**src/rtl/reg_writeback_buffer_pkg.sv**
```systemverilog
// Shared defaults and entry layout for the register write-back buffer.
package reg_writeback_buffer_pkg;

    localparam int unsigned WB_WIDTH    = 32;
    localparam int unsigned WB_AD_WIDTH = 5;
    localparam int unsigned WB_DEPTH    = 4;

    // One pending secondary write at the default configuration
    typedef struct packed {
        logic                   live;
        logic [WB_AD_WIDTH-1:0] addr;
        logic [WB_WIDTH-1:0]    data;
    } wb_entry_t;

endpackage

```
**src/rtl/wb_entry_fifo.sv**
```systemverilog
// Pending-write FIFO: ring storage, pointers, occupancy and per-entry kill by address.
module wb_entry_fifo
    import reg_writeback_buffer_pkg::*;
#(
    parameter int unsigned WIDTH    = WB_WIDTH,
    parameter int unsigned AD_WIDTH = WB_AD_WIDTH,
    parameter int unsigned DEPTH    = WB_DEPTH,
    localparam int unsigned PTR_W   = $clog2(DEPTH),
    localparam int unsigned CNT_W   = PTR_W + 1
) (
    input  logic                           clk,
    input  logic                           res,
    input  logic                           i_push,
    input  logic [AD_WIDTH-1:0]            i_push_addr,
    input  logic [WIDTH-1:0]               i_push_data,
    input  logic                           i_pop,
    input  logic                           i_kill,
    input  logic [AD_WIDTH-1:0]            i_kill_addr,
    output logic                           o_head_live,
    output logic [AD_WIDTH-1:0]            o_head_addr,
    output logic [WIDTH-1:0]               o_head_data,
    output logic                           o_empty,
    output logic                           o_full,
    output logic [CNT_W-1:0]               o_count,
    output logic [DEPTH-1:0]               o_live,
    output logic [DEPTH-1:0][AD_WIDTH-1:0] o_addr
);

    typedef struct packed {
        logic                live;
        logic [AD_WIDTH-1:0] addr;
        logic [WIDTH-1:0]    data;
    } entry_t;

    entry_t [DEPTH-1:0] r_mem;
    logic   [PTR_W-1:0] r_rd;
    logic   [PTR_W-1:0] r_wr;
    logic   [CNT_W-1:0] r_cnt;

    logic w_push;
    logic w_pop;

    assign o_empty = (r_cnt == '0);
    assign o_full  = (r_cnt == CNT_W'(DEPTH));
    assign o_count = r_cnt;
    assign w_push  = i_push && !o_full;
    assign w_pop   = i_pop && !o_empty;

    assign o_head_live = r_mem[r_rd].live;
    assign o_head_addr = r_mem[r_rd].addr;
    assign o_head_data = r_mem[r_rd].data;

    always_comb begin
        o_live = '0;
        o_addr = '0;
        for (int unsigned i = 0; i < DEPTH; i++) begin
            o_live[i] = r_mem[i].live;
            o_addr[i] = r_mem[i].addr;
        end
    end

    // Kill first so an entry written on this same edge stays live
    always_ff @(posedge clk or negedge res) begin
        if (!res) begin
            r_mem <= '0;
            r_rd  <= '0;
            r_wr  <= '0;
            r_cnt <= '0;
        end else begin
            for (int unsigned i = 0; i < DEPTH; i++) begin
                if (i_kill && (r_mem[i].addr == i_kill_addr)) begin
                    r_mem[i].live <= 1'b0;
                end
            end
            if (w_pop) begin
                r_mem[r_rd].live <= 1'b0;
                r_rd             <= r_rd + PTR_W'(1);
            end
            if (w_push) begin
                r_mem[r_wr] <= {1'b1, i_push_addr, i_push_data};
                r_wr        <= r_wr + PTR_W'(1);
            end
            r_cnt <= r_cnt + CNT_W'(w_push) - CNT_W'(w_pop);
        end
    end

endmodule

```
**src/rtl/reg_writeback_buffer.sv**
```systemverilog
// Merges single-cycle ALU writes with buffered multi-cycle results onto one register-file port.
// Optional WB_BYPASS_EN: a secondary result may write straight through when nothing is pending.
module reg_writeback_buffer
    import reg_writeback_buffer_pkg::*;
#(
    parameter int unsigned WIDTH    = WB_WIDTH,
    parameter int unsigned AD_WIDTH = WB_AD_WIDTH,
    parameter int unsigned DEPTH    = WB_DEPTH
) (
    input  logic                   clk,
    input  logic                   res,
    input  logic                   alu_we,
    input  logic [AD_WIDTH-1:0]    alu_addr,
    input  logic [WIDTH-1:0]       alu_data,
    input  logic                   sec_valid,
    output logic                   sec_ready,
    input  logic [AD_WIDTH-1:0]    sec_addr,
    input  logic [WIDTH-1:0]       sec_data,
    output logic                   wb_en,
    output logic [AD_WIDTH-1:0]    wb_addr,
    output logic [WIDTH-1:0]       wb_data,
    input  logic [AD_WIDTH-1:0]    chk_addr,
    output logic                   chk_hit,
    output logic [$clog2(DEPTH):0] fifo_count
);

    logic                           w_empty;
    logic                           w_full;
    logic                           w_head_live;
    logic [AD_WIDTH-1:0]            w_head_addr;
    logic [WIDTH-1:0]               w_head_data;
    logic [DEPTH-1:0]               w_live;
    logic [DEPTH-1:0][AD_WIDTH-1:0] w_addr;
    logic                           w_pri;
    logic                           w_accept;
    logic                           w_sec_nz;
    logic                           w_bypass;
    logic                           w_push;
    logic                           w_head_wr;
    logic                           w_pop;
    logic                           w_hit;

    assign w_pri     = alu_we && (alu_addr != '0);
    assign sec_ready = !w_full;
    assign w_accept  = sec_valid && sec_ready;
    assign w_sec_nz  = (sec_addr != '0);

`ifdef WB_BYPASS_EN
    assign w_bypass = w_accept && w_sec_nz && w_empty && !alu_we;
`else
    assign w_bypass = 1'b0;
`endif

    assign w_push = w_accept && w_sec_nz && !w_bypass;

    // Any ALU request, even to r0, owns the port; a dead head leaves regardless
    assign w_head_wr = !alu_we && !w_empty && w_head_live;
    assign w_pop     = !w_empty && (w_head_wr || !w_head_live);

    always_comb begin
        wb_en   = 1'b0;
        wb_addr = '0;
        wb_data = '0;
        if (w_pri) begin
            wb_en   = 1'b1;
            wb_addr = alu_addr;
            wb_data = alu_data;
        end else if (w_head_wr) begin
            wb_en   = 1'b1;
            wb_addr = w_head_addr;
            wb_data = w_head_data;
        end else if (w_bypass) begin
            wb_en   = 1'b1;
            wb_addr = sec_addr;
            wb_data = sec_data;
        end
    end

    always_comb begin
        w_hit = 1'b0;
        for (int unsigned i = 0; i < DEPTH; i++) begin
            if (w_live[i] && (w_addr[i] == chk_addr)) begin
                w_hit = 1'b1;
            end
        end
    end

    assign chk_hit = w_hit && (chk_addr != '0);

    wb_entry_fifo #(
        .WIDTH    (WIDTH),
        .AD_WIDTH (AD_WIDTH),
        .DEPTH    (DEPTH)
    ) u_fifo (
        .clk         (clk),
        .res         (res),
        .i_push      (w_push),
        .i_push_addr (sec_addr),
        .i_push_data (sec_data),
        .i_pop       (w_pop),
        .i_kill      (w_pri),
        .i_kill_addr (alu_addr),
        .o_head_live (w_head_live),
        .o_head_addr (w_head_addr),
        .o_head_data (w_head_data),
        .o_empty     (w_empty),
        .o_full      (w_full),
        .o_count     (fifo_count),
        .o_live      (w_live),
        .o_addr      (w_addr)
    );

endmodule

```
**config.mk**
```make
export PLATFORM = sky130hd
export DESIGN_NAME = reg_writeback_buffer
export DESIGN_NICKNAME = d
export VERILOG_FILES = /design/src/rtl/reg_writeback_buffer_pkg.sv /design/src/rtl/wb_entry_fifo.sv /design/src/rtl/reg_writeback_buffer.sv
export SDC_FILE = /design/constraint.sdc
export NUM_CORES = 1
export LEC_CHECK = 0
export ABC_AREA = 1
export BUFFER_PORTS_ARGS = -buffer_cell sky130_fd_sc_hd__buf_4
export CORE_ASPECT_RATIO = 0.75
export CORE_UTILIZATION = 60
export CTS_BUF_LIST = sky130_fd_sc_hd__clkbuf_8
export CTS_CLUSTER_SIZE = 12
export DETAILED_ROUTE_END_ITERATION = 12
export PLACE_DENSITY = 0.83
export SLEW_MARGIN = 20
export SYNTH_ARGS = -nofsm -noshare
export SYNTH_HDL_FRONTEND = slang
export SYNTH_HIERARCHICAL = 1
export SYNTH_SLANG_ARGS = --single-unit
```
**constraint.sdc**
```tcl
create_clock -name clk -period 3.3 [get_ports clk]
set_input_delay 0 -clock clk [delete_from_list [all_inputs] [get_ports clk]]
set_output_delay 0 -clock clk [all_outputs]
set_load 0.005 [all_outputs]
```
Yosys cells after proc, flatten, opt, wreduce, memory -nomap -nowiden. Cells that the tools add are included. W data, S select, Z words.

Bits in registers: 159. Bits of input ports: 83. Logic and storage cells: 84. Output and inout bits: 43.

Magnitude comparators: 4. Add/sub/neg operators: 4. Reduce and logical (&&, ||, !) cells: 28. Equal/unequal tests: 9. Mux-type cells: 24.

Operators by type and width (count): $bwmux W152 (2); $mux W152 (2); $demux W38 S2 (2); $mux W38 (3); $bmux W38 S2 (1); $mux W32 (2); $eq A5 B5 Y1 (8); $logic_and A1 B1 Y1 (19); $reduce_bool A5 Y1 (3); $mux W1 (10); $mux W5 (2); $lt A2 B3 Y1 const B (2); $add A2 B1 Y2 const B (2); $ge A2 B1 Y1 const B (2); $logic_not A1 Y1 (4); $add A3 B1 Y3 (1); $eq A3 B3 Y1 const B (1); $logic_not A3 Y1 (1); $sub A3 B1 Y3 (1); $logic_or A1 B1 Y1 (1).

Depth between registers and ports, before layout. Gate-level depths: netlist (run 1).

Word-level depth: 10. Gate-level depth with buffers: 16. Gate-level depth less buffers: 12.

Cells and area by module. The synthesis (run 1) kept the hierarchy.

Modules (own cells, without submodules): wb_entry_fifo (seq. area each 3978.8 um^2, area an instance 7913.8 um^2, instances 1, cells an instance 1018); reg_writeback_buffer (seq. area each 0.0 um^2, area an instance 1137.3 um^2, instances 1, cells an instance 241).

Worst setup path before layout (run 1). No wires, ideal clock.

Kind: register -> register. From: reg u_fifo.r_rd[0]. To: reg u_fifo.r_cnt[2] (netlist: u_fifo/o_count[2]). Path buffers: 4. Required time: 3.177 ns. Setup slack: 0.333 ns. Library setup time: 0.123 ns. Arrival time: 2.844 ns. Clock period less this slack: 2.967 ns. Cell stages (with the launch flop): 17. Cell sequence: dfrtp_1 buf_2 inv_2 clkbuf_1 nor2_1 o22ai_1 buf_2 buf_2 a21oi_1 nand2_1 inv_1 ha_1 inv_1 ha_1 inv_1 fa_1 xnor2_1.

Word-level cells in the longest chain between the ends: 7. Elaborated cells between the ends (all ways): 8. Classes of those cells: add/sub: 1; mux: 2; reduce/logical: 5.

Ends and longest elaborated chain: start, declared (line wb_entry_fifo.sv:36) `logic [PTR_W-1:0] r_rd;`; start signal, assigned (line wb_entry_fifo.sv:77) `r_rd <= r_rd + PTR_W'(1);`; $bmux W38 S2 (*) (line wb_entry_fifo.sv:49) `assign o_head_live = r_mem[r_rd].live;`; $mux W38 (*); net w_head_live (line reg_writeback_buffer.sv:29) `logic w_head_live;`; $logic_and A1 B1 Y1 / $logic_not A1 Y1 (equally long branches) (line reg_writeback_buffer.sv:57, reg_writeback_buffer.sv:58); $logic_or A1 B1 Y1 (*) (line reg_writeback_buffer.sv:58) `assign w_pop = !w_empty && (w_head_wr || !w_head_live);`; $logic_and A1 B1 Y1 (*) (line reg_writeback_buffer.sv:58); net w_pop (line reg_writeback_buffer.sv:40) `logic w_pop;`; $logic_and A1 B1 Y1 (*) (line wb_entry_fifo.sv:47) `assign w_pop = i_pop && !o_empty;`; $sub A3 B1 Y3 (*) (line wb_entry_fifo.sv:83) `r_cnt <= r_cnt + CNT_W'(w_push) - CNT_W'(w_pop);`; end signal, assigned (line wb_entry_fifo.sv:83); end, declared (line wb_entry_fifo.sv:38) `logic [CNT_W-1:0] r_cnt;`.

Mark *: on every way through the listed nets, which the timed path passes. The rest lies on a longest branch. The select of a mux whose other input is x is not followed. A chain may end at the register's enable or synchronous reset.

Worst setup path in the final report (run 1). Ends and elaborated chain as after synthesis.

==> results of run 1 <==
## logic make-up after synthesis
| group | after synthesis | synth area share [%] |
|---|---|---|
| compound gates | 143 | 8.43 |
| simple gates | 776 | 35.1 |
| fa+ha+maj | 11 | 1.60 |
| xor+xnor | 4 | 0.387 |
| flops | 159 | 44.0 |
| buf+inv | 166 | 10.5 |
## worst max-delay path: stages (launching register included)
cell and delay (ns):
dfrtp_2 0.48, inv_2 0.08, o21ai_0 0.28, o22ai_4 0.11, a21oi_1 0.32, nand2_1 0.13
inv_1 0.11, ha_1 0.24, inv_1 0.06, ha_1 0.13, inv_1 0.05, fa_1 0.39
xnor2_1 0.18
## registers in the layout (all words and copies together), names as in the netlist
signal,flops
u_fifo/o_live,4
u_fifo/o_addr,20
u_fifo/r_wr,2
u_fifo/r_rd,2
u_fifo/r_mem,128
u_fifo/o_count,3
## cells in the mapped netlist
cell type | instances | area (µm²)
a21oi_1 | 14 | 70.1
a32o_1 | 1 | 10.0
buf_12 | 1 | 20.0
buf_2 | 10 | 50.1
buf_4 | 38 | 285
buf_6 | 19 | 214
clkbuf_1 | 19 | 71.3
dfrtp_1 | 159 | 3980
fa_1 | 1 | 20.0
ha_1 | 10 | 125
inv_1 | 71 | 267
inv_2 | 3 | 11.3
inv_4 | 4 | 25.0
inv_6 | 1 | 8.76
nand2_1 | 593 | 2230
nand2_2 | 9 | 56.3
nand2_4 | 10 | 113
nand2_8 | 1 | 20.0
nand3_1 | 51 | 255
nand3_2 | 2 | 20.0
nor2_1 | 103 | 387
nor2_8 | 4 | 80.1
nor3_1 | 2 | 10.0
nor3_2 | 1 | 10.0
o21ai_0 | 94 | 470
o22ai_1 | 34 | 213
xnor2_1 | 2 | 17.5
xor2_1 | 2 | 17.5
## power by group through the flow
stage / combinational, mW / sequential, mW / clock [mW]
2_1_floorplan: 3.46 / 3.29 / 0
3_3_place_gp: 4.27 / 3.48 / 0
3_5_place_dp: 4.40 / 3.51 / 0
4_1_cts: 4.46 / 3.49 / 1.59
5_1_grt: 5.09 / 3.62 / 1.67
6_report: 4.52 / 3.53 / 1.58
## stage by stage
step | power [mW] | area [µm²]
2_1_floorplan | 6.75 | 9050
6_report | 9.63 | 10600
5_1_grt | 10.4 | 10600
3_3_place_gp | 7.75 | 9730
4_1_cts | 9.54 | 10600
3_5_place_dp | 7.91 | 9730
## repair_timing
action                                 CTS  global route
endpoints found under the hold margin  227             0
hold buffers                            40             0
resized for setup                        0             0
## layout make-up
type,count,area [µm²]
sequential,159,3980
inverter,79,312
timing repair buffer,179,1450
multi-input combinational,934,4140
tap,200,250
fill,1176,4040
clock inverter,13,189
clock buffer,17,234
## layer usage
layer | global-route usage [%] | wire, µm
met2 | 52.8 | 11400
met3 | 8.06 | 3060
met5 | 0 | 0
met1 | 47.5 | 10500
met4 | 10.5 | 306
## worst paths after layout
| check | depth (start not counted) | slack (ns) | endpoint |
|---|---|---|---|
| max | 12 | 0.66 | u_fifo/o_count[2]$_DFF_PN0_ |
| min | 7 | 0.03 | u_fifo/o_live[3]$_DFF_PN0_ |
| max reg2reg | 12 | 0.66 | u_fifo/o_count[2]$_DFF_PN0_ |
| min reg2reg | 2 | 0.47 | u_fifo/r_mem[43]$_DFFE_PN0P_ |
| max in group asynchronous | 3 | 2.23 | u_fifo/r_mem[138]$_DFFE_PN0P_ |
| min in group asynchronous | 2 | 0.12 | u_fifo/r_mem[143]$_DFFE_PN0P_ |
==> summary.md, run 1 <==
| Metric | Value |
|---|---|
| Status | complete, no violations |
| Starting Density | 62.0% |
| Switching part of the total power | 45.0% |
| Worst VDD drop | 0.549 mV |
| Placed cells | 1511 |
| Crit-path max FO | 10 |
| H-tree depth | 4 |
| Share of total power in sequential cells | 36.7% |
| Layout Cells excl Fill | 1581 |
| Post-DRT Antenna Nets | 0 |
| Commonest non-fill, non-tap cell in the layout | nand2_1 |
| WHS | 0.0281 ns |
| Post-DR wirelength/cell | 16.0 µm |
| Final core occ | 72.3% |
| Insertion delay to the later sink of the worst-skew pair | 0.46 ns |
| Syn Nets | 1353 |
| Postcts setup bufs | 0 |
| RSZ-0062 raised after global routing | no |
| Critical path class | reg -> reg |
| PortBufs | 125 |
| Hold path start | alu_addr[3] |
| Post-synthesis cell count | 1259 |
| # rows | 38 |
| Clk buf depth | 2 |
| Min Tclk post-route | 2.64 ns |
| Total grt overflow | 0 |
| DIE HEIGHT | 108 µm |
| Vias in the first global route | 8003 |
| Max_cap viols | 0 |
| Initial antenna violation count | 0 |
| Ports | 126 |
| Worst r2r src | u_fifo/r_rd[0]$_DFFE_PN0N_ |
| Arr. time, crit path | 3.01 ns |
| Least-Margin Pin Slew | 0.753 ns |
| Final GP Congestion | 1.03 |
| Clock net sink count | 159 |
| Clock power frac | 16.4% |
| Power share of the combinational group | 46.9% |
| Post-Place Worst Slack | 0.682 ns |
| Vias | 8646 |
| WP data required | 3.67 ns |
| Sw Pwr | 4.33 mW |
| 1st-iter DRT viols | 973 |
| Synthesized cell area | 9050 µm² |
| Share of cells above drive strength 1 | 14.9% |
| Power Dens Cells | 912 nW/µm² |
| Startpoint Class | register |
| TNS Setup | 0 ns |
| Post-synthesis cell type count | 28 |
| Commonest cells after routing, fill and taps aside | nand2_1 (593), dfrtp_1 (158), buf_4 (138) |
| Die Span X | 144 µm |
| CTS tree | built |
| Largest net degree at the start of global routing | 80 |
| Tightest Hold Check Type | in -> reg |
| #FFs+latches synth | 159 |
| Final wirelength | 25300 µm |
| Yosys warns | 6 |
| First-pass GRT wire length | 40300 µm |
| Setup WS post-layout | 0.664 ns |
| Sequential fraction of the synthesis area | 44.0% |
| Post-DP HPWL | 15400 µm |
| Gr usage total | 34.1% |
| DRT Pass-1 Iters | 5 |
| Vias per cell | 5.47 |
| Cell-internal power | 5.30 mW |
| LEAKAGE | 5.81 nW |
| Antenna cells | 0 |
| Achievable Freq | 379 MHz |
| Slew headroom | 49.8% |
| Nets | 1464 |
| Critical path startpoint | u_fifo/r_rd[0]$_DFFE_PN0N_ |
| Slew Limit Fails | 0 |
| Final Hold Vio Count | 0 |
| Reg clk slew, reported paths | 0.08 ns |
| Residual DRC count | 0 |
| Synth Area per Inst | 7.19 µm² |
| Core Region | 14600 µm² |
| CTS buffer count | 17 |
| Final setup fails | 0 |
| Layout area overhead | 16.6% |
| Tcrit/Tclk final | 79.9% |
| Layout Skew | 0.0157 ns |
| Critical Path Sink Type | register |
| Root Driver | clkbuf_8 |
| Die area | 15600 µm² |
No activity file was read; power rests on OpenSTA's default activity.
==> inputs of run 2 (changes only) <==
- ABC_AREA: 1 -> 0
- CORE_UTILIZATION: 60 -> 54
- PLACE_DENSITY: 0.83 -> 0.79
- clock period: 3.3 -> 2.1 ns (I/O delays scaled with it)
==> summary.md, run 2 <==
| Metric | Value |
|---|---|
| Clk buf depth | 2 (unchanged) |
| Clock net sink count | 159 (unchanged) |
| Post-DR wirelength/cell | 20.8 µm (was 16.0 µm) |
| Prevailing post-synth register cell | dfrtp_1 (unchanged) |
| Largest net degree at the start of global routing | 55 (was 80) |
| CP delay by family, top | adder cells (unchanged) |
| FFs w/ async S/R, synth | 100% (unchanged) |
| Residual DRC count | 0 (unchanged) |
| Vias in the first global route | 5856 (was 8003) |
| Slew Limit Fails | 0 (unchanged) |
| Arr. time, crit path | 2.72 ns (was 3.01 ns) |
| Main combinational cell family by area after synthesis | multiplexers (was simple AND/OR/NAND/NOR gates) |
| Worst VDD drop | 0.906 mV (was 0.549 mV) |
| Critical path startpoint | u_fifo/r_rd[0]$_DFFE_PN0N_ (unchanged) |
| Antenna cells | 0 (unchanged) |
| Initial antenna violation count | 0 (unchanged) |
| Number of synthesized flops with an enable pin | 0 (unchanged) |
| Highest routed layer | met4 (unchanged) |
| Achievable Freq | 419 MHz (was 379 MHz) |
| Final total power | 16.2 mW (was 9.63 mW) |
| LEAKAGE | 4.74 nW (was 5.81 nW) |
| CTS tree | built (unchanged) |
| Setup WS post-layout | -0.286 ns (was 0.664 ns) |
| Crit-path max FO | 2 (was 10) |
| Share of cells above drive strength 1 | 54.4% (was 14.9%) |
| Placed instance area | 9630 µm² (was 9730 µm²) |
| Post-DRT Antenna Nets | 0 (unchanged) |
| Layout Skew | 0.00987 ns (was 0.0157 ns) |
| Least-Margin Pin Slew | 0.531 ns (was 0.753 ns) |
| Cell taking the most area after synthesis | dfrtp_1 (unchanged) |
| Die Span X | 147 µm (was 144 µm) |
| Routed wl met2 | 9210 µm (was 11400 µm) |
| Min Tclk post-route | 2.39 ns (was 2.64 ns) |
| Post-route cell area | 10600 µm² (about the same) |
| RSZ-0062 raised after global routing | yes (was no) |
| Reg2Reg Depth | 11 (was 12) |
| Tcrit/Tclk final | 114% (was 79.9%) |
| R2R Setup Slk | -0.29 ns (was 0.66 ns) |
| Startpoint Class | register (unchanged) |
| Multiplexer share of the synthesized area | 33.2% (was 0%) |
| Yosys warns | 6 (unchanged) |
| Main area contributors after synthesis | dfrtp_1 (47%), mux2_4 (13%), mux4_2 (10%), mux2_2 (9.8%), a22o_1 (3.8%) (was dfrtp_1 (44%), nand2_1 (25%), o21ai_0 (5.2%), nor2_1 (4.3%), buf_4 (3.2%)) |
| Multi-input logic area | 4060 µm² (was 4140 µm²) |
| Ports | 126 (unchanged) |
| Max_cap viols | 0 (unchanged) |
| Root Driver | clkbuf_8 (unchanged) |
| PortBufs | 125 (unchanged) |
| Reg clk slew, reported paths | 0.09 ns (was 0.08 ns) |
| Synth Area in XOR/XNOR | 4.52% (was 0.387%) |
| Critical Path Sink Type | register (unchanged) |
| Vias | 5341 (was 8646) |
| Post-Synth Adder-Cell Area | 1.70% (was 1.60%) |
| Layout area overhead | 24.3% (was 16.6%) |
| Final wirelength | 19400 µm (was 25300 µm) |
| Commonest non-fill, non-tap cell in the layout | dfrtp_1 (was nand2_1) |
| # rows | 39 (was 38) |
| Placed cells | 860 (was 1511) |
| Vias per cell | 5.71 (was 5.47) |
| Tightest Hold Check Type | in -> async (was in -> reg) |
| Worst path buffer plus inverter count | 3 (was 4) |
| Worst r2r src | u_fifo/r_rd[0]$_DFFE_PN0N_ (unchanged) |
| Final setup fails | 9 (was 0) |
| First-pass GRT wire length | 31700 µm (was 40300 µm) |
| Gr usage total | 25.6% (was 34.1%) |
| DRT Pass-1 Iters | 4 (was 5) |
| Filler cell count | 1094 (was 1176) |
| Final Hold Vio Count | 0 (unchanged) |
| Synthesized cell area | 8520 µm² (was 9050 µm²) |
| Worst-path cell chain | mux4_2 -> a21oi_4 -> nand2b_1 -> inv_1 -> ha_1 -> inv_1 -> ha_1 -> inv_1 -> fa_2 -> xnor2_2 -> xnor2_1 (was inv_2 -> o21ai_0 -> o22ai_4 -> a21oi_1 -> nand2_1 -> inv_1 -> ha_1 -> inv_1 -> ha_1 -> inv_1 -> fa_1 -> xnor2_1) |
| H-tree depth | 4 (unchanged) |
| Core Region | 15300 µm² (was 14600 µm²) |
| Post-synthesis cell count | 562 (was 1259) |
| Commonest cells after routing, fill and taps aside | dfrtp_1 (156), buf_4 (147), mux2_4 (76) (was nand2_1 (593), dfrtp_1 (158), buf_4 (138)) |
| Nets | 812 (was 1464) |
| Die area | 16300 µm² (was 15600 µm²) |
| TNS Setup | -0.890 ns (was 0 ns) |
| Flip-flop count of the largest register after layout | 128 (unchanged) |
| Slew headroom | 64.6% (was 49.8%) |
| Most frequent cell after synthesis | dfrtp_1 (was nand2_1) |
| Final core occ | 69.1% (was 72.3%) |
| Starting Density | 55.6% (was 62.0%) |
| Critical path class | reg -> reg (unchanged) |
| Layout Cells excl Fill | 936 (was 1581) |
| Synth Area in Simple Gates | 2.41% (was 35.1%) |
| Met1 WL | 8800 µm (was 10500 µm) |
| Insertion delay to the later sink of the worst-skew pair | 0.45 ns (was 0.46 ns) |
| Post-DP HPWL | 12700 µm (was 15400 µm) |
| Syn Nets | 656 (was 1353) |
| WL met3 | 1190 µm (was 3060 µm) |
| DIE HEIGHT | 111 µm (was 108 µm) |
| #FFs+latches synth | 159 (unchanged) |
| Area taken by flip-flops and latches | 3980 µm² (about the same) |
| Post-synthesis cell type count | 33 (was 28) |
| Reg with most FFs | u_fifo/r_mem (unchanged) |
| Most frequent CP cell | inv_1 (unchanged) |
| Synth Area per Inst | 15.2 µm² (was 7.19 µm²) |
| 1st-iter DRT viols | 332 (was 973) |
| Post-synth top area share | 46.7% (was 44.0%) |
| Power Dens Cells | 1530 nW/µm² (was 912 nW/µm²) |
| Reg-to-Reg End | u_fifo/o_count[2]$_DFF_PN0_ (unchanged) |
| Post-Place Worst Slack | -0.341 ns (was 0.682 ns) |
| WP data required | 2.43 ns (was 3.67 ns) |
| Sequential fraction of the synthesis area | 46.7% (was 44.0%) |
| WHS | 0.0538 ns (was 0.0281 ns) |
| Crit-path max cell delay | 0.55 ns (was 0.48 ns) |
| Final GP Congestion | 0.896 (was 1.03) |
| Total grt overflow | 0 (unchanged) |
| Failing checks | setup timing |
| Post-synth top cells | dfrtp_1 (159), mux2_4 (76), mux2_2 (74) (was nand2_1 (593), dfrtp_1 (159), nor2_1 (103)) |
| Compound-Gate Fraction of Synth Area | 5.33% (was 8.43%) |
| CTS buffer count | 17 (unchanged) |
| Worst path slowest cell | mux4_2 (was dfrtp_2) |
| Status | finished with violations (was complete, no violations) |
==> run 2: cell count changes after synthesis, sizes merged, moves of 18 or more <==
cell   previous run  this run
o21ai            94         0
o22ai            34         0
mux4              0        38
nand2           613         5
nand3            53         4
a22o              0        37
nor2            107         0
xor2              2        24
mux2              0       150
inv              79        12
xnor2             2        20
==> run 2: final cells by class <==
cell class	count	share of cell area, %
multi-input cells	326	38.3
flip-flops and latches	159	37.6
repair buffers	202	17.2
clock buffers	21	2.73
well taps	205	2.42
clock inverters	11	1.29
inverters	12	0.425
==> run 2: power breakdown <==
group	switching [mW]	leakage (nW)	internal, mW
sequential	1.09	1.89	4.67
combinational	2.97	2.62	5.05
clock	1.10	0.227	1.29
total	5.16	4.74	11.0
==> run 2: kinds of logic after synthesis <==
logic type	Yosys count
adders and majority gates	11
muxes	188
and+or+nand+nor	30
DFF	159
AOI/OAI and AO/OA	53
xor gates and xnor gates	44
buffers and inverters	77
==> run 2: what timing repair did <==
action,4_1_cts,5_1_grt
pin swaps,1,1
gates resized for setup,9,2
buffers inserted,2,2
endpoints found under the setup margin,40,42
gates cloned,3,0
hold endpoints to repair,255,0
hold buffers,38,0
==> run 2: worst max-delay path by stage <==
stage	to	cells past startpoint	slack [ns]
floorplan	u_fifo/o_count[2]$_DFF_PN0_	13	-0.57
global route	u_fifo/o_count[2]$_DFF_PN0_	11	-0.44
finish	u_fifo/o_count[2]$_DFF_PN0_	11	-0.29
global placement	u_fifo/o_count[2]$_DFF_PN0_	11	-0.30
detailed placement	u_fifo/o_count[2]$_DFF_PN0_	11	-0.34
CTS	u_fifo/o_count[2]$_DFF_PN0_	11	-0.32
==> run 2: routing by layer <==
metal / GRT usage, % / vias to the layer above
met5: 0 / -
met4: 7.08 / 0
met3: 6.01 / 25
met2: 40.2 / 178
met1: 35.8 / 2771
li1: - / 2367
==> inputs of run 3 (changes only) <==
- BUFFER_PORTS_ARGS: -buffer_cell sky130_fd_sc_hd__buf_4 -> not set
- CORE_UTILIZATION: 54 -> 60
- DONT_BUFFER_PORTS: not set -> 1
==> summary.md, run 3 (same netlist as run 2, synthesis figures left out) <==
| Metric | Value |
|---|---|
| Status | finished with violations (unchanged) |
| Failing checks | hold timing, setup timing (was setup timing) |
| Ports | 126 (unchanged) |
| Sw Pwr | 4.95 mW (was 5.16 mW) |
| Nets | 688 (was 812) |
| Final wirelength | 18000 µm (was 19400 µm) |
| WP data required | 2.43 ns (about the same) |
| Filler cell count | 938 (was 1094) |
| Min Tclk post-route | 2.45 ns (was 2.39 ns) |
| CTS buffer count | 17 (unchanged) |
| Gr usage total | 26.4% (was 25.6%) |
| Slew Limit Fails | 0 (unchanged) |
| First-pass GRT wire length | 29100 µm (was 31700 µm) |
| Final total power | 15.3 mW (was 16.2 mW) |
| Insertion delay to the later sink of the worst-skew pair | 0.45 ns (about the same) |
| Clk buf depth | 2 (unchanged) |
| Final setup fails | 2 (was 9) |
| Clock power frac | 14.4% (was 14.8%) |
| Arr. time, crit path | 2.78 ns (was 2.72 ns) |
| Worst VDD drop | 0.769 mV (was 0.906 mV) |
| Commonest cells after routing, fill and taps aside | dfrtp_1 (156), mux2_4 (76), mux2_2 (74) (was dfrtp_1 (156), buf_4 (147), mux2_4 (76)) |
| TNS Setup | -0.623 ns (was -0.890 ns) |
| Layout Skew | 0.0151 ns (was 0.00987 ns) |
| Root Driver | clkbuf_8 (unchanged) |
| Switching part of the total power | 32.4% (was 31.9%) |
| Share of cells above drive strength 1 | 44.2% (was 54.4%) |
| Post-DP HPWL | 11200 µm (was 12700 µm) |
| Slew headroom | 68.8% (was 64.6%) |
| Achievable Freq | 408 MHz (was 419 MHz) |
| Total grt overflow | 0 (unchanged) |
| Critical Path Sink Type | register (unchanged) |
| LEAKAGE | 4.08 nW (was 4.74 nW) |
| Share of total power in sequential cells | 37.5% (was 35.6%) |
| CTS tree | built (unchanged) |
| Residual DRC count | 0 (unchanged) |
| Reg clk slew, reported paths | 0.09 ns (about the same) |
| Vias | 4847 (was 5341) |
| Tcrit/Tclk final | 117% (was 114%) |
| Antenna cells | 0 (unchanged) |
| Starting Density | 61.8% (was 55.6%) |
| Die Span X | 140 µm (was 147 µm) |
| Layout area overhead | 12.0% (was 24.3%) |
| Startpoint Class | register (unchanged) |
| PortBufs | 0 (was 125) |
| Commonest non-fill, non-tap cell in the layout | dfrtp_1 (unchanged) |
| Least-Margin Pin Slew | 0.467 ns (was 0.531 ns) |
| Post-DRT Antenna Nets | 0 (unchanged) |
| DRT Pass-1 Iters | 4 (unchanged) |
| Power share of the combinational group | 48.1% (was 49.6%) |
| Initial antenna violation count | 0 (unchanged) |
| Cts hold-fix bufs | 44 (was 38) |
| Final GP Congestion | 0.898 (was 0.896) |
| Vias per cell | 6.20 (was 5.71) |
| WHS | -0.763 ns (was 0.0538 ns) |
| Tightest Hold Check Type | in -> async (unchanged) |
| Post-DR wirelength/cell | 23.1 µm (was 20.8 µm) |
| Critical path class | reg -> reg (unchanged) |
| Largest net degree at the start of global routing | 160 (was 55) |
| Cell-internal power | 10.3 mW (was 11.0 mW) |
| Reg with most FFs | u_fifo/r_mem (unchanged) |
| Vias in the first global route | 5181 (was 5856) |
| H-tree depth | 4 (unchanged) |
| Final Hold Vio Count | 159 (was 0) |
| Crit-path max FO | 2 (unchanged) |
| # rows | 37 (was 39) |
| DIE HEIGHT | 105 µm (was 111 µm) |
| Core Region | 13800 µm² (was 15300 µm²) |
| Clock net sink count | 159 (unchanged) |
| Die area | 14700 µm² (was 16300 µm²) |
| Setup WS post-layout | -0.351 ns (was -0.286 ns) |
| Max_cap viols | 0 (unchanged) |
| Flip-flop count of the largest register after layout | 128 (unchanged) |
| 1st-iter DRT viols | 253 (was 332) |
| Power Dens Cells | 1600 nW/µm² (was 1530 nW/µm²) |
| RSZ-0062 raised after global routing | yes (unchanged) |
## run 3: changes by cell type in the layout (fill, tap and decap cells not counted), moves of 2 or more
cell           change
buf_4            -126
dlygate4sd3_1      +6
inv_2              +3
buf_16             -2
clkbuf_8           -2
## run 3: path summary, 6_finish.rpt
check	slack (ns)	depth (start not counted)	endpoint	start
hold / removal	-0.76	0	u_fifo/r_mem[24]$_DFFE_PN0P_	res
max in group asynchronous	2.60	0	u_fifo/o_count[1]$_DFF_PN0_	res
min in group clk	0.05	4	u_fifo/r_wr[0]$_DFFE_PN0P_	sec_valid
hold reg to reg	0.51	1	u_fifo/r_mem[115]$_DFFE_PN0P_	u_fifo/r_mem[115]$_DFFE_PN0P_
setup / recovery	-0.35	11	u_fifo/o_count[2]$_DFF_PN0_	u_fifo/r_rd[0]$_DFFE_PN0N_
setup reg to reg	-0.35	11	u_fifo/o_count[2]$_DFF_PN0_	u_fifo/r_rd[0]$_DFFE_PN0N_
## run 3: power by group through the flow
stage	clock [mW]	sequential, mW	combinational, mW
finish	2.20	5.73	7.36
global route	2.40	5.92	7.83
CTS	2.25	5.69	7.13
detailed placement	0	5.74	6.90
global placement	0	5.60	6.71
floorplan	0	5.39	6.05
## run 3: area by class of cell
type                       instances  area [µm²]  area share, %
multi-input combinational        326        4070           42.6
inverter                          12        45.0          0.472
tap                              175         219           2.30
timing repair buffer              78         845           8.85
clock buffer                      19         262           2.74
clock inverter                    13         121           1.27
sequential                       159        3980           41.7
## run 3: critical path, cell delays in order (launching register included)
cell and delay, ns:
dfrtp_2 0.38, mux4_2 0.56, a21oi_4 0.16, nand2b_1 0.09, inv_1 0.06, ha_1 0.23, inv_2 0.07, ha_4 0.12
inv_2 0.03, fa_2 0.37, xnor2_2 0.15, xnor2_1 0.12
## run 3: routing by layer
metal,GRT usage (%),vias to the layer above,wire length [µm],part of all wire [%]
li1,-,2116,-,-
met1,36.6,2569,8440,47
met2,41.5,142,8550,47
met3,5.09,20,762,4.2
met4,10.0,0,276,1.5
met5,0,-,0,0
## run 3: repair_timing
action,in CTS,in global routing
endpoints found under the hold margin,312,159
cloned,0,1
pin swaps,1,4
buffers inserted,3,2
resized for setup,1,13
endpoints found under the setup margin,40,41
## run 3: metrics by stage
stage / cells / utilization [%] / worst slack, ns / instance area [µm²]
final: 782 / 69.1 / -0.351 / 9540
after global routing: 782 / 69.1 / -0.401 / 9540
after CTS: 779 / 68.5 / -0.349 / 9460
after detailed placement: 700 / 62.4 / -0.363 / 8600
after global placement: 700 / 62.4 / -0.295 / 8600
after floorplan: 562 / - / -0.571 / 8590
